### src/rtl/mem_arbiter_pkg.sv
// mem_arbiter_pkg
//   Shared encodings for the memory-port arbiter: FSM state, transaction
//   owner, and the fixed size code used for instruction fetches.
package mem_arbiter_pkg;

   typedef enum logic [1:0] {
      IDLE   = 2'd0,
      ACCESS = 2'd1,
      RESP   = 2'd2
   } state_t;

   typedef enum logic {
      OWN_IFU = 1'b0,
      OWN_LSU = 1'b1
   } owner_t;

   // Fetches are always full-word reads.
   localparam logic [2:0] MEMOP_WORD = 3'b010;

   // Latency counter width; LATENCY is limited to 1..15.
   localparam int CNT_W = 4;

endpackage

### src/rtl/mem_arb_rr2.sv
// mem_arb_rr2
//   Two-way round-robin grant picker. A lone requester is granted; on a tie
//   the requester that did not win last time is granted. last_grant only
//   moves when i_update is high (i.e. the grant was actually taken).
// Ports:
//   clk, rst        clock, synchronous active-high reset (last_grant := LSU)
//   i_req_ifu/lsu   qualified request lines
//   i_update        a grant was consumed this cycle; record the winner
//   o_gnt_ifu/lsu   one-hot (or zero) combinational grant
module mem_arb_rr2
   import mem_arbiter_pkg::*;
(
   input  logic clk,
   input  logic rst,
   input  logic i_req_ifu,
   input  logic i_req_lsu,
   input  logic i_update,
   output logic o_gnt_ifu,
   output logic o_gnt_lsu
);

   owner_t r_last;

   // Reset to LSU so the IFU wins the first tie.
   always_ff @(posedge clk) begin
      if (rst)
         r_last <= OWN_LSU;
      else if (i_update)
         r_last <= o_gnt_lsu ? OWN_LSU : OWN_IFU;
   end

   always_comb begin
      o_gnt_ifu = i_req_ifu && (!i_req_lsu || (r_last == OWN_LSU));
      o_gnt_lsu = i_req_lsu && !o_gnt_ifu;
   end

endmodule

### src/rtl/mem_arbiter.sv
// mem_arbiter
//   Shares one memory port between instruction fetch (read-only) and
//   load/store. One transaction at a time: IDLE arbitrates and latches the
//   request, ACCESS waits LATENCY cycles and strobes ren/wen in its last
//   cycle, RESP holds the response until the owner takes it.
// Ports:
//   clk, rst                      clock, synchronous active-high reset
//   ifu_req_* / ifu_addr          fetch request (valid/ready)
//   ifu_resp_* / ifu_rdata        fetch response (valid/ready)
//   lsu_req_* / lsu_wen/addr/wdata/mem_op   load/store request
//   lsu_resp_* / lsu_rdata        load data or store completion (rdata 0)
//   mem_ren/raddr, mem_wen/waddr/wdata, mem_mem_op   memory port outputs
//   mem_rdata                     combinational read data from memory
module mem_arbiter
   import mem_arbiter_pkg::*;
#(
   parameter int ADDR_WIDTH = 32,
   parameter int DATA_WIDTH = 32,
   parameter int LATENCY    = 1
) (
   input  logic                  clk,
   input  logic                  rst,
   input  logic                  ifu_req_valid,
   output logic                  ifu_req_ready,
   input  logic [ADDR_WIDTH-1:0] ifu_addr,
   output logic                  ifu_resp_valid,
   input  logic                  ifu_resp_ready,
   output logic [DATA_WIDTH-1:0] ifu_rdata,
   input  logic                  lsu_req_valid,
   output logic                  lsu_req_ready,
   input  logic                  lsu_wen,
   input  logic [ADDR_WIDTH-1:0] lsu_addr,
   input  logic [DATA_WIDTH-1:0] lsu_wdata,
   input  logic [2:0]            lsu_mem_op,
   output logic                  lsu_resp_valid,
   input  logic                  lsu_resp_ready,
   output logic [DATA_WIDTH-1:0] lsu_rdata,
   output logic                  mem_ren,
   output logic [ADDR_WIDTH-1:0] mem_raddr,
   output logic                  mem_wen,
   output logic [ADDR_WIDTH-1:0] mem_waddr,
   output logic [DATA_WIDTH-1:0] mem_wdata,
   output logic [2:0]            mem_mem_op,
   input  logic [DATA_WIDTH-1:0] mem_rdata
);

   localparam logic [CNT_W-1:0] CNT_LOAD = CNT_W'(LATENCY - 1);

   state_t                r_state;
   state_t                w_state_nxt;
   owner_t                r_owner;
   logic [CNT_W-1:0]      r_cnt;
   logic [ADDR_WIDTH-1:0] r_addr;
   logic                  r_wen;
   logic [DATA_WIDTH-1:0] r_wdata;
   logic [2:0]            r_op;
   logic [DATA_WIDTH-1:0] r_rdata;

   logic w_idle;
   logic w_gnt_ifu;
   logic w_gnt_lsu;
   logic w_hs;
   logic w_strobe;
   logic w_resp_hs;

   assign w_idle = (r_state == IDLE);

   // Requests are only visible to the picker in IDLE, so grants (and hence
   // req_ready) are zero in every other state.
   mem_arb_rr2 u_rr (
      .clk       (clk),
      .rst       (rst),
      .i_req_ifu (w_idle && ifu_req_valid),
      .i_req_lsu (w_idle && lsu_req_valid),
      .i_update  (w_hs),
      .o_gnt_ifu (w_gnt_ifu),
      .o_gnt_lsu (w_gnt_lsu)
   );

   // A grant already implies valid, so grant == handshake.
   assign w_hs      = w_gnt_ifu || w_gnt_lsu;
   // Last ACCESS cycle: the single cycle that pulses ren/wen.
   assign w_strobe  = (r_state == ACCESS) && (r_cnt == '0);
   assign w_resp_hs = (r_state == RESP) &&
                      ((r_owner == OWN_LSU) ? lsu_resp_ready : ifu_resp_ready);

   always_ff @(posedge clk) begin
      if (rst)
         r_state <= IDLE;
      else
         r_state <= w_state_nxt;
   end

   always_comb begin
      w_state_nxt    = r_state;
      ifu_req_ready  = w_gnt_ifu;
      lsu_req_ready  = w_gnt_lsu;
      ifu_resp_valid = 1'b0;
      ifu_rdata      = '0;
      lsu_resp_valid = 1'b0;
      lsu_rdata      = '0;
      mem_ren        = 1'b0;
      mem_raddr      = '0;
      mem_wen        = 1'b0;
      mem_waddr      = '0;
      mem_wdata      = '0;
      mem_mem_op     = '0;
      case (r_state)
         IDLE: begin
            if (w_hs)
               w_state_nxt = ACCESS;
         end
         ACCESS: begin
            mem_raddr  = r_addr;
            mem_waddr  = r_addr;
            mem_wdata  = r_wdata;
            mem_mem_op = r_op;
            mem_ren    = w_strobe && !r_wen;
            mem_wen    = w_strobe && r_wen;
            if (w_strobe)
               w_state_nxt = RESP;
         end
         RESP: begin
            if (r_owner == OWN_LSU) begin
               lsu_resp_valid = 1'b1;
               lsu_rdata      = r_rdata;
            end else begin
               ifu_resp_valid = 1'b1;
               ifu_rdata      = r_rdata;
            end
            if (w_resp_hs)
               w_state_nxt = IDLE;
         end
         default: w_state_nxt = IDLE;
      endcase
   end

   // Request latch, latency counter and response capture. Reset drops any
   // in-flight transaction before its strobe cycle, so no late wen can leak.
   always_ff @(posedge clk) begin
      if (rst) begin
         r_owner <= OWN_IFU;
         r_cnt   <= '0;
         r_addr  <= '0;
         r_wen   <= 1'b0;
         r_wdata <= '0;
         r_op    <= '0;
         r_rdata <= '0;
      end else if (w_hs) begin
         r_cnt <= CNT_LOAD;
         if (w_gnt_lsu) begin
            r_owner <= OWN_LSU;
            r_addr  <= lsu_addr;
            r_wen   <= lsu_wen;
            r_wdata <= lsu_wdata;
            r_op    <= lsu_mem_op;
         end else begin
            r_owner <= OWN_IFU;
            r_addr  <= ifu_addr;
            r_wen   <= 1'b0;
            r_wdata <= '0;
            r_op    <= MEMOP_WORD;
         end
      end else if (r_state == ACCESS) begin
         if (w_strobe)
            r_rdata <= r_wen ? '0 : mem_rdata;
         else
            r_cnt <= r_cnt - 1'b1;
      end
   end

endmodule

### config.mk
export PLATFORM = sky130hd
export DESIGN_NAME = mem_arbiter
export DESIGN_NICKNAME = d
export VERILOG_FILES = /design/src/rtl/mem_arbiter_pkg.sv /design/src/rtl/mem_arb_rr2.sv /design/src/rtl/mem_arbiter.sv
export SDC_FILE = /design/constraint.sdc
export NUM_CORES = 1
export LEC_CHECK = 0
export BUFFER_PORTS_ARGS = -buffer_cell sky130_fd_sc_hd__buf_2
export CAP_MARGIN = 20
export CORE_MARGIN = 8
export CORE_UTILIZATION = 49
export DETAILED_ROUTE_END_ITERATION = 10
export PLACE_DENSITY = 0.87
export REMOVE_ABC_BUFFERS = 1
export SLEW_MARGIN = 20
export SYNTH_ARGS = -nofsm -noshare
export SYNTH_HDL_FRONTEND = slang
export SYNTH_SLANG_ARGS = --single-unit
### constraint.sdc
create_clock -name clk -period 3.2 [get_ports clk]
set_input_delay 0.32 -clock clk [delete_from_list [all_inputs] [get_ports clk]]
set_output_delay 0.32 -clock clk [all_outputs]
set_load 0.01 [all_outputs]
### Word-level counts from Yosys, hierarchy flattened

Cells that the tools add are included.

* register bits: 108
* logic and storage cells: 60

* add/sub/neg operators: 1
* reduce and logical (&&, ||, !) cells: 19
* mux-type cells: 24
* equality and inequality tests: 5
* bitwise logic cells: 2

Operator list (number)
* two-way mux 32 bit: 9
* two-way mux 1 bit: 9
* logical AND 1 bit: 8
* two-way mux 2 bit: 3
* two-way mux 3 bit: 2
* one-hot mux 2 bit (3 select lines): 1
* AND reduction 3 bit: 2
* logical NOT 4 bit: 1
* != test 2 bit (second input constant): 2
* subtractor 4 x 1 -> 4 bit (second input constant): 1
* logical NOT 1 bit: 3
* == test 2 x 1 -> 1 bit (second input constant): 1
* == test 2 bit (second input constant): 1
* logical NOT 2 bit: 1
* logical OR 1 bit: 2
* != test 2 x 1 -> 1 bit (second input constant): 1
* NOT 1 bit: 2
* AND reduction 2 bit: 1
* OR reduction 2 bit: 1

### Longest topological paths before layout

Gate-level depths: netlist of run 1.

* depth after elaboration: 10
* gate-level depth with buffers: 8
* depth with buffers taken out: 5

### By module

Synthesis of run 1 repeated with hierarchy kept, for this count alone.

* cell total of the unflattened synthesis: 602
* area, all modules: 5546.6 sq um

Modules (own cells, without submodules)
* mem_arbiter: times used 1, cells each 596, area each 5492.8 sq um
* mem_arb_rr2: times used 1, cells each 6, area each 53.8 sq um

### Worst setup path before layout of run 1

No wires, ideal clock.

* kind: flip-flop to output port
* start: register r_state[1]
* end: output port lsu_req_ready
* path buffers: 4
* cell stages (with the launch flop): 9
* setup slack: 1.284 ns
* data required time: 2.880 ns
* arrival: 1.596 ns
* path through: dfxtp_1 -> buf_6 -> or3b_1 -> buf_2 -> or2_1 -> buf_6 -> buf_6 -> inv_1 -> nor2_1

* word-level cells in the longest chain between the ends: 7
* elaborated cells between the ends (all ways): 8
* those cells by class: 8 x reduce/logical

RTL lines
* start: declaration: line mem_arbiter.sv:49 `state_t r_state;`
* start signal: assignment: line mem_arbiter.sv:91 `r_state <= w_state_nxt;`
* logical NOT 2 bit (*): line mem_arbiter.sv:66 `assign w_idle = (r_state == IDLE);`
* logical AND 1 bit: line mem_arbiter.sv:74 `.i_req_lsu (w_idle && lsu_req_valid),`
* logical NOT 1 bit: line mem_arb_rr2.sv:33 `o_gnt_ifu = i_req_ifu && (!i_req_lsu || (r_last == OWN_LSU));`
* logical OR 1 bit: line mem_arb_rr2.sv:33
* logical AND 1 bit (*): line mem_arb_rr2.sv:33
* net ifu_req_ready: line mem_arbiter.sv:24 `output logic ifu_req_ready,`
* logical NOT 1 bit (*): line mem_arb_rr2.sv:34 `o_gnt_lsu = i_req_lsu && !o_gnt_ifu;`
* logical AND 1 bit (*): line mem_arb_rr2.sv:34
* end: declaration: line mem_arbiter.sv:30 `output logic lsu_req_ready,`

The timed path passes the listed nets; every way through them passes the cells marked *.

### Worst setup path after layout of run 1

* start: register r_state[1]
* end: output port lsu_req_ready

* word-level cells in the longest chain between the ends: 7
* elaborated cells between the ends (all ways): 8
* those cells by class: 8 x reduce/logical

RTL lines (line)
* logical NOT 2 bit (*): mem_arbiter.sv:66
* logical AND 1 bit: mem_arbiter.sv:74
* logical NOT 1 bit: mem_arb_rr2.sv:33
* logical OR 1 bit: mem_arb_rr2.sv:33
* logical AND 1 bit: mem_arb_rr2.sv:33
* logical NOT 1 bit: mem_arb_rr2.sv:34
* logical AND 1 bit (*): mem_arb_rr2.sv:34

Every way passes the cells marked *; elsewhere a longest branch is shown, timed or not.

==> impl_metrics.toml, run 1 <==
[run_status]
outcome = "finished, final reports clean"

[timing]
relSlewSlack = 0.421
max_slew.worst_pin.slew_ns = 0.869
period_minus_slack_ns = 2.57
hold_viol = 0
fin_skew_ns = 0.00896
rsz0062_at_grt = "false"
slew_viol_final = 0
finalCritPeriodShare = 0.804
setup_viol = 0
clock.fmax_mhz = 389

[power_and_ir_drop]
power_frac_seq = 0.445
intPower_mw = 2.39
power.density_nw_per_um2 = 469
pwr-share-comb = 0.208
ir_drop_v = 0.000297
switching_share = 0.310
p_leak_nw = 3.51
p_switching_mw = 1.07
p_total_mw = 3.46
p_clk_frac = 0.348

[critical_path]
cp-start-kind = "flop"
critPathSlowestCell = "or2_2"
timing.rr.start = "r_state[1]"
critPathMaxFanout = 35
r2r_slack_ns = 0.95
crit_family = "simple AND/OR/NAND/NOR gates"
r2r_cells = 5
critical_path.max_stage_delay_ns = 0.50
crit_chain = "or3b_1 -> buf_4 -> or2_2 -> inv_1 -> nor2_1 -> buf_2"
rr_endpoint = "r_addr[28]"
critPathCaptureType = "primary output"
required_ns = 2.88
crit_type = "flop to primary output"
path_buf_inv = 3
worst-endpoint-arrival_ns = 2.25

[logic_synthesis]
seq_area_frac_synth = 0.377
syn_area_per_cell_sq_um = 7.96
postSynth.asyncResetShare = 0
yosysWarningCount = 0
yosysTopAreaCell = "dfxtp_1"
yosysTopAreaCellShare = 0.377
syn_area_sq_um = 5730
yosys_most_used_dff = "dfxtp_1"
ys_top_cells_by_count = "137 x nand2_1, 131 x and2_1, 108 x dfxtp_1"
synth_cell_types = 36
synth_area_leaders = "dfxtp_1 38%, and2_1 14%, nand2_1 9.0%, a311oi_2 7.3%, a21oi_1 5.9%"
synth-seq-cells = 108
synth_edf_count = 0
syn_inst = 720
synth.most_common_cell = "nand2_1"

[global_route]
grt_max_degree = 67
grt_usage = 0.225
antenna_found_initial = 0
overflow = 0
grt_pass1_wl_microns = 28100
grt_pass1_vias = 5584

[finish]
multi_input_area_sq_um = 3030
fillCellCount = 962
final_cells = 1097
layout.area.seq_sq_um = 2160
antenna_cells = 0
nNetsFinal = 1089
fin_area_sq_um = 7380
synthToLayoutAreaGrowth_pct = 28.7
drive_above_1_share = 0.392

[cts]
cts_setup_buffers = 0
path_clk_slew_ns = 0.09
cts-root-buf = "clkbuf_16"
cts-resized-gates = 0
cts_tree = "built"
clkSinkCount = 108
cts_max_level = 3
clockBufferDepth = 2
clk_latency_ns = 0.34
cts_made_buffers = 9
cts_hold_buf = 0

[min_path]
holdCritPathClass = "input pin to flop"
hold_depth = 3
min_from = "lsu_wdata[14]"
min_to = "r_wdata[14]"

[placed_design]
port_buffers = 306
gp_congestion = 0.837
place_area_sq_um = 7050
placed_cells = 1081
hpwlAfterDp_microns = 14000

[die]
fp-row-count = 39
dieHeight_microns = 124
io_pins = 307
core_sq_um = 11400
die_x_microns = 124
initial_utilization = 0.502
die_area_sq_um = 15400

[drt]
num_vias = 5834
drtPass1Iterations = 5
ant_nets = 0
first_iter_violations = 416
post_drt_wl_per_cell_microns = 17.0
remaining_drc_errors = 0
wl_microns = 18700
via_per_inst = 5.32

[run]
drv_cap = 0
tightest hold or removal path: cells and delay by family:
kind            cells  cell delay, ns
simple gates        1            0.04
compound gates      1            0.05
buf+inv             1            0.09
cell usage in the layout (no fill, tap or decap), types with 2 or more instances in the layout:
| master | Yosys | final |
|---|---|---|
| inv_8 | 0 | 2 |
| a211oi_1 | 3 | 3 |
| dfxtp_1 | 108 | 108 |
| nor3b_2 | 0 | 3 |
| nor2_1 | 5 | 5 |
| nand3b_1 | 2 | 2 |
| nand4b_1 | 32 | 32 |
| nor3_1 | 35 | 35 |
| a21oi_1 | 68 | 68 |
| nand2_1 | 137 | 137 |
| buf_4 | 32 | 15 |
| clkinv_8 | 0 | 2 |
| a311oi_1 | 4 | 4 |
| o21ai_0 | 34 | 34 |
| inv_1 | 4 | 4 |
| ha_1 | 2 | 2 |
| or3b_1 | 2 | 2 |
| and2_1 | 131 | 131 |
| buf_2 | 3 | 306 |
| clkbuf_16 | 0 | 9 |
| inv_6 | 0 | 2 |
| a311oi_2 | 28 | 28 |
cell type report:
class | instances | share of cell area
multi-input cells | 504 | 0.411
flip-flops and latches | 108 | 0.293
repair buffers | 322 | 0.226
clock buffers | 9 | 0.0305
well taps | 143 | 0.0242
clock inverters | 7 | 0.0139
inverters | 4 | 0.00203
flip-flops by register name (all words and copies together), names as in the netlist:
register	cells
r_cnt	4
r_state	2
r_owner	1
r_rdata	32
r_addr	32
u_rr.r_last	1
r_op	3
r_wen	1
r_wdata	32
routing by layer:
layer | track usage | wire (microns)
met5 | 0 | 0
met4 | 0.0483 | 249
met3 | 0.0630 | 1920
met2 | 0.406 | 9340
met1 | 0.260 | 7150
stage by stage:
step / hold WS, ns / utilization / setup WS, ns / setup TNS, ns
after floorplan: 0.388 / - / -1.65 / -162.93
after global placement: 0.437 / 0.618 / 1.03 / 0
after detailed placement: 0.442 / 0.618 / 0.967 / 0
after CTS: 0.195 / 0.646 / 0.620 / 0
after global routing: 0.197 / 0.646 / 0.528 / 0
final: 0.204 / 0.646 / 0.627 / 0
worst max path at each step:
stage / start / end / slack [ns] / cells after the start
after global routing: r_state[1] / lsu_req_ready / 0.53 / 6
final: r_state[1] / lsu_req_ready / 0.63 / 6
after floorplan: r_state[1] / r_addr[10] / -1.65 / 3
after CTS: r_state[1] / lsu_req_ready / 0.62 / 6
after global placement: r_state[1] / lsu_req_ready / 1.03 / 6
after detailed placement: r_state[1] / r_addr[5] / 0.97 / 5
power by group through the flow:
stage / clock network [mW] / logic, mW / registers (mW)
final: 1.20 / 0.718 / 1.54
after detailed placement: 0 / 0.723 / 1.57
after global routing: 1.28 / 0.793 / 1.55
after floorplan: 0 / 0.424 / 1.54
after CTS: 1.23 / 0.725 / 1.54
after global placement: 0 / 0.706 / 1.56
cell families after synthesis:
group / count (synthesis) / synth area share
buffers and inverters: 108 / 0.0989
adders and majority gates: 2 / 0.00437
muxes: 1 / 0.00175
xor gates and xnor gates: 1 / 0.00153
DFF: 108 / 0.377
AOI/OAI and AO/OA: 143 / 0.179
and+or+nand+nor: 357 / 0.337
Power figures use the tool's default switching activity.
==> inputs of run 2 (changes only) <==
--- a/config.mk
+++ b/config.mk
@@ -8,9 +8,9 @@
 export BUFFER_PORTS_ARGS = -buffer_cell sky130_fd_sc_hd__buf_2
 export CAP_MARGIN = 20
 export CORE_MARGIN = 8
-export CORE_UTILIZATION = 49
+export CORE_UTILIZATION = 46
 export DETAILED_ROUTE_END_ITERATION = 10
-export PLACE_DENSITY = 0.87
+export PLACE_DENSITY = 0.83
 export REMOVE_ABC_BUFFERS = 1
 export SLEW_MARGIN = 20
 export SYNTH_ARGS = -nofsm -noshare
==> constraint.sdc (replaced) <==
create_clock -name clk -period 2.5 [get_ports clk]
set_input_delay 0.25 -clock clk [delete_from_list [all_inputs] [get_ports clk]]
set_output_delay 0.25 -clock clk [all_outputs]
set_load 0.01 [all_outputs]
==> run 2 against run 1 <==
Compared with the run above: sequential share of layout area fell by 0.24 points; die area rose by 5.7%; core utilization fell by 3.2 points; first-iteration DRC count fell by 12%; setup slack got worse by 0.45 ns; flip-flop and latch count did not move; clock skew fell by 0.0035 ns; non-clock buffer count rose by 2; global-route usage fell by 0.62 points; critical path depth fell by 1; critical path type unchanged; largest cell class unchanged.
==> impl_metrics.toml, run 2 (synthesized netlist as in run 1, its figures left out) <==
[run_status]
outcome = "finished, final reports clean"

[min_path]
holdCritPathClass = "input pin to flop"

[critical_path]
worst-endpoint-arrival_ns = 2.07
cp-start-kind = "flop"
path_buf_inv = 2
crit_type = "flop to primary output"
required_ns = 2.25
critPathMaxFanout = 18
crit_family = "simple AND/OR/NAND/NOR gates"
critPathSlowestCell = "or2_2"
critical_path.max_stage_delay_ns = 0.53
critPathCaptureType = "primary output"
crit_chain = "or3b_1 -> or2_2 -> inv_1 -> nor2_1 -> buf_2"

[cts]
cts_tree = "built"
cts_made_buffers = 9
cts_hold_buf = 0
cts_setup_buffers = 0
cts-resized-gates = 0
clk_latency_ns = 0.34
cts-root-buf = "clkbuf_16"
clkSinkCount = 108
clockBufferDepth = 2
path_clk_slew_ns = 0.08
cts_max_level = 3

[global_route]
grt_pass1_wl_microns = 29200
grt_pass1_vias = 5773
grt_usage = 0.219
grt_max_degree = 57
overflow = 0
antenna_found_initial = 0

[die]
die_area_sq_um = 16300
fp-row-count = 40
io_pins = 307
initial_utilization = 0.473
die_x_microns = 128
core_sq_um = 12100
dieHeight_microns = 128

[timing]
hold_viol = 0
period_minus_slack_ns = 2.32
setup_tns_ns = 0
rsz0062_at_grt = "false"
slew_viol_final = 0
setup_ws_ns = 0.180
finalCritPeriodShare = 0.928
setup_viol = 0
max_slew.worst_pin.slew_ns = 0.734
clock.fmax_mhz = 431
relSlewSlack = 0.511
fin_skew_ns = 0.00541

[power_and_ir_drop]
power_frac_seq = 0.456
intPower_mw = 2.96
ir_drop_v = 0.000390
pwr-share-comb = 0.220
p_total_mw = 4.30
p_leak_nw = 3.52
p_clk_frac = 0.324
switching_share = 0.312
p_switching_mw = 1.34
power.density_nw_per_um2 = 578

[placed_design]
place_ws_ns = 0.465
gp_congestion = 0.787
port_buffers = 306
hpwlAfterDp_microns = 13900

[drt]
drtPass1Iterations = 5
first_iter_violations = 365
remaining_drc_errors = 0
post_drt_wl_per_cell_microns = 16.6
wl_microns = 18700
num_vias = 5790
ant_nets = 0
via_per_inst = 5.15

[finish]
synthToLayoutAreaGrowth_pct = 29.8
nNetsFinal = 1091
layout_commonest_cell = "buf_2"
antenna_cells = 0
drive_above_1_share = 0.393
top_regs = "r_addr x32, r_rdata x32, r_wdata x32"
multi_input_area_sq_um = 3040
final_cell_mix = "306 x buf_2, 137 x nand2_1, 131 x and2_1"
fillCellCount = 1140
finish.utilization = 0.614
layout.area.seq_sq_um = 2160

[run]
drv_cap = 0
[run 2: changes by cell type in the layout (fill, tap and decap cells not counted), sizes merged]
| cell | delta |
|---|---|
| buf | +2 |
| clkinv | +2 |
| inv | -2 |
| bufinv | -1 |
| clkinvlp | +1 |
[run 2: area by class of cell]
class,count,share of cell area
Inverter,4,0.00202
Clock inverter,7,0.00975
Multi-Input combinational cell,504,0.408
Timing Repair Buffer,324,0.231
Tap cell,168,0.0282
Clock buffer,9,0.0303
Sequential cell,108,0.291
[run 2: worst paths after layout]
path                              startpoint       endpoint  slack, ns  depth (start not counted)
worst min register to register   r_wdata[31]    r_wdata[31]       0.45                          2
worst max register to register    r_state[1]     r_addr[10]       0.44                          4
worst max-delay path              r_state[1]  lsu_req_ready       0.18                          5
worst min-delay path            lsu_wdata[3]     r_wdata[3]       0.13                          3
[run 2: power by group through the flow]
stage / Sequential [mW] / Combinational [mW] / Clock (mW)
2_1_floorplan: 1.97 / 0.542 / 0
3_3_place_gp: 1.99 / 0.932 / 0
3_5_place_dp: 2.00 / 0.951 / 0
4_1_cts: 1.96 / 0.953 / 1.44
5_1_grt: 1.98 / 1.04 / 1.51
6_report: 1.96 / 0.944 / 1.39
[run 2: routing by layer]
layer,vias to the layer above,global-route usage,share of wire
met5,-,0,0
met4,0,0.0552,0.013
met3,16,0.0761,0.091
met2,244,0.388,0.50
met1,2667,0.246,0.40
li1,2863,-,-
[run 2: through the flow]
stage	instances	hold slack (ns)	area (sq um)
6_report	1124	0.135	7440
5_1_grt	1124	0.122	7440
4_1_cts	1124	0.124	7440
3_5_place_dp	1108	0.442	7140
3_3_place_gp	1108	0.437	7140
2_1_floorplan	616	0.318	5180
[run 2: tightest hold or removal path: cells and delay by family]
kind,cells,cell delay [ns]
AND/OR/NAND/NOR,1,0.04
AO/OA/AOI/OAI,1,0.05
buffers and inverters,1,0.10
==> inputs of run 3 (changes only) <==
--- a/config.mk
+++ b/config.mk
@@ -5,12 +5,13 @@
 export SDC_FILE = /design/constraint.sdc
 export NUM_CORES = 1
 export LEC_CHECK = 0
+export ABC_AREA = 1
 export BUFFER_PORTS_ARGS = -buffer_cell sky130_fd_sc_hd__buf_2
 export CAP_MARGIN = 20
 export CORE_MARGIN = 8
-export CORE_UTILIZATION = 46
+export CORE_UTILIZATION = 45
 export DETAILED_ROUTE_END_ITERATION = 10
-export PLACE_DENSITY = 0.83
+export PLACE_DENSITY = 0.82
 export REMOVE_ABC_BUFFERS = 1
 export SLEW_MARGIN = 20
 export SYNTH_ARGS = -nofsm -noshare
==> run 3 against run 2 <==
Compared with the run above: synthesized area decreased by 2.2%; routed wire length grew 0.54%; count of clock-buffer cells in the layout up 1; critical path depth rose by 2; register-to-register slack better by 0.25 ns; critical path type unchanged; largest power group unchanged; highest routed layer unchanged.
==> impl_metrics.toml, run 3 <==
[timing]
rsz0062_at_grt = "false"
setup_tns_ns = 0
clock.fmax_mhz = 470
max_slew.worst_pin.slew_ns = 0.738
holdWs_ns = 0.131
slew_viol_final = 0
fin_skew_ns = 0.0111
period_minus_slack_ns = 2.13
relSlewSlack = 0.508
finalCritPeriodShare = 0.851
hold_viol = 0
setup_viol = 0

[drt]
num_vias = 6146
via_per_inst = 4.85
ant_nets = 0
drtPass1Iterations = 5
post_drt_wl_per_cell_microns = 14.8
first_iter_violations = 506
wl_microns = 18800
remaining_drc_errors = 0

[critical_path]
timing.rr.start = "r_cnt[0]"
cp-start-kind = "flop"
cp-startpoint = "r_cnt[0]"
r2r_cells = 9
critPathMaxFanout = 21
endpoint = "mem_ren"
worst-endpoint-arrival_ns = 1.88
crit_type = "flop to primary output"
rr_endpoint = "r_rdata[9]"
critPathCaptureType = "primary output"
required_ns = 2.25
r2r_slack_ns = 0.69

[global_route]
grt_usage = 0.220
grt_pass1_vias = 5864
grt_pass1_wl_microns = 29400
antenna_found_initial = 0
grt_max_degree = 71
overflow = 0

[cts]
path_clk_slew_ns = 0.08
cts_hold_buf = 0
cts_setup_buffers = 0
clk_latency_ns = 0.34
cts_max_level = 3
cts_made_buffers = 9
clockBufferDepth = 2
cts_tree = "built"
cts-resized-gates = 0
cts-root-buf = "clkbuf_16"
clkSinkCount = 108

[die]
initial_utilization = 0.465
fp-row-count = 40
dieHeight_microns = 128
die_x_microns = 128
io_pins = 307
die_area_sq_um = 16300
core_sq_um = 12100

[finish]
nNetsFinal = 1235
final_cell_mix = "306 x buf_2, 140 x nor2_1, 138 x nand2_1"
drive_above_1_share = 0.320
multi_input_area_sq_um = 2390
top_regs = "r_addr x32, r_rdata x32, r_wdata x32"
antenna_cells = 0
layout.area.seq_sq_um = 2160
layout_commonest_cell = "buf_2"
fin_area_sq_um = 7210
fillCellCount = 1155
synthToLayoutAreaGrowth_pct = 28.7

[logic_synthesis]
syn_area_per_cell_sq_um = 6.55
synth_cell_types = 26
syn_area_sq_um = 5600
synth_edf_count = 0
postSynth.asyncResetShare = 0
synth.most_common_cell = "nor2_1"
ys_top_cells_by_count = "140 x nor2_1, 138 x nand2_1, 129 x inv_1"
synth-seq-cells = 108
yosysTopAreaCell = "dfxtp_1"
syn_inst = 855
seq_area_frac_synth = 0.386
synth_area_leaders = "dfxtp_1 39%, nand3_1 9.8%, nor2_1 9.4%, nand2_1 9.2%, inv_1 8.6%"
yosysWarningCount = 0
yosysTopAreaCellShare = 0.386
yosys_most_used_dff = "dfxtp_1"

[min_path]
holdCritPathClass = "input pin to flop"

[power_and_ir_drop]
ir_drop_v = 0.000364
p_leak_nw = 3.74
power.density_nw_per_um2 = 615

[placed_design]
place_area_sq_um = 6930
gp_congestion = 0.890
port_buffers = 306
hpwlAfterDp_microns = 14300

[run]
drv_cap = 0

[run_status]
outcome = "finished, final reports clean"
-- run 3: cell types whose count changed in the layout (fill, tap and decap cells not counted), sizes merged, moves of 4 or more --
cell	previous run	this run
a311oi	32	0
buf	324	320
nor3	35	0
nand4	0	32
nand4b	32	0
nand3	1	112
nand2	137	142
inv	6	140
nor2	5	142
a21oi	68	36
nand3b	2	13
and2	131	0
-- run 3: cell families (layout without fill, tap and decap cells) --
logic type | Yosys count | in the layout | share of synthesized area
simple gates | 442 | 442 | 0.354
buf+inv | 228 | 473 | 0.188
flops | 108 | 108 | 0.386
compound gates | 75 | 75 | 0.0679
fa+ha+maj | 2 | 2 | 0.00447
-- run 3: power breakdown --
part | internal [mW] | switching, mW
Clock | 0.699 | 0.671
Sequential | 1.89 | 0.0820
Combinational | 0.380 | 0.714
Total | 2.97 | 1.47
-- run 3: cell type report --
cell class,instances,share of cell area
Sequential cell,108,0.300
Inverter,137,0.0717
Timing Repair Buffer,320,0.229
Clock inverter,6,0.00781
Clock buffer,10,0.0317
Multi-Input combinational cell,519,0.331
Tap cell,168,0.0291
-- run 3: worst min-delay path by stage --
| stage | cells past startpoint | slack (ns) | end | startpoint |
|---|---|---|---|---|
| 5_1_grt | 3 | 0.14 | r_rdata[19] | mem_rdata[19] |
| 2_1_floorplan | 1 | 0.32 | r_rdata[0] | rst |
| 4_1_cts | 3 | 0.12 | r_op[0] | lsu_mem_op[0] |
| 3_3_place_gp | 2 | 0.44 | r_addr[26] | r_addr[26] |
| 6_report | 3 | 0.13 | r_op[0] | lsu_mem_op[0] |
| 3_5_place_dp | 2 | 0.44 | r_addr[29] | r_addr[29] |
-- run 3: critical path, stage by stage (launching register included) --
cell	delay, ns
dfxtp_1	0.31
inv_1	0.13
ha_1	0.19
nand2_1	0.06
nor2_1	0.16
nand2_4	0.07
nor2_4	0.39
buf_2	0.23
-- run 3: stage by stage --
step                utilization  setup WS, ns  cells  power, mW
floorplan                     -         0.110    764       2.63
global placement          0.574         0.744   1252       3.08
detailed placement        0.574         0.659   1252       3.10
CTS                       0.598         0.318   1268       4.47
global route              0.598         0.219   1268       4.70
finish                    0.598         0.371   1268       4.44
-- run 3: routing by layer --
layer	share of wire	global-route usage	up-vias
met3	0.096	0.0636	30
met2	0.47	0.371	314
li1	-	-	3103
met1	0.41	0.259	2699
met4	0.025	0.0867	0
met5	0	0	-
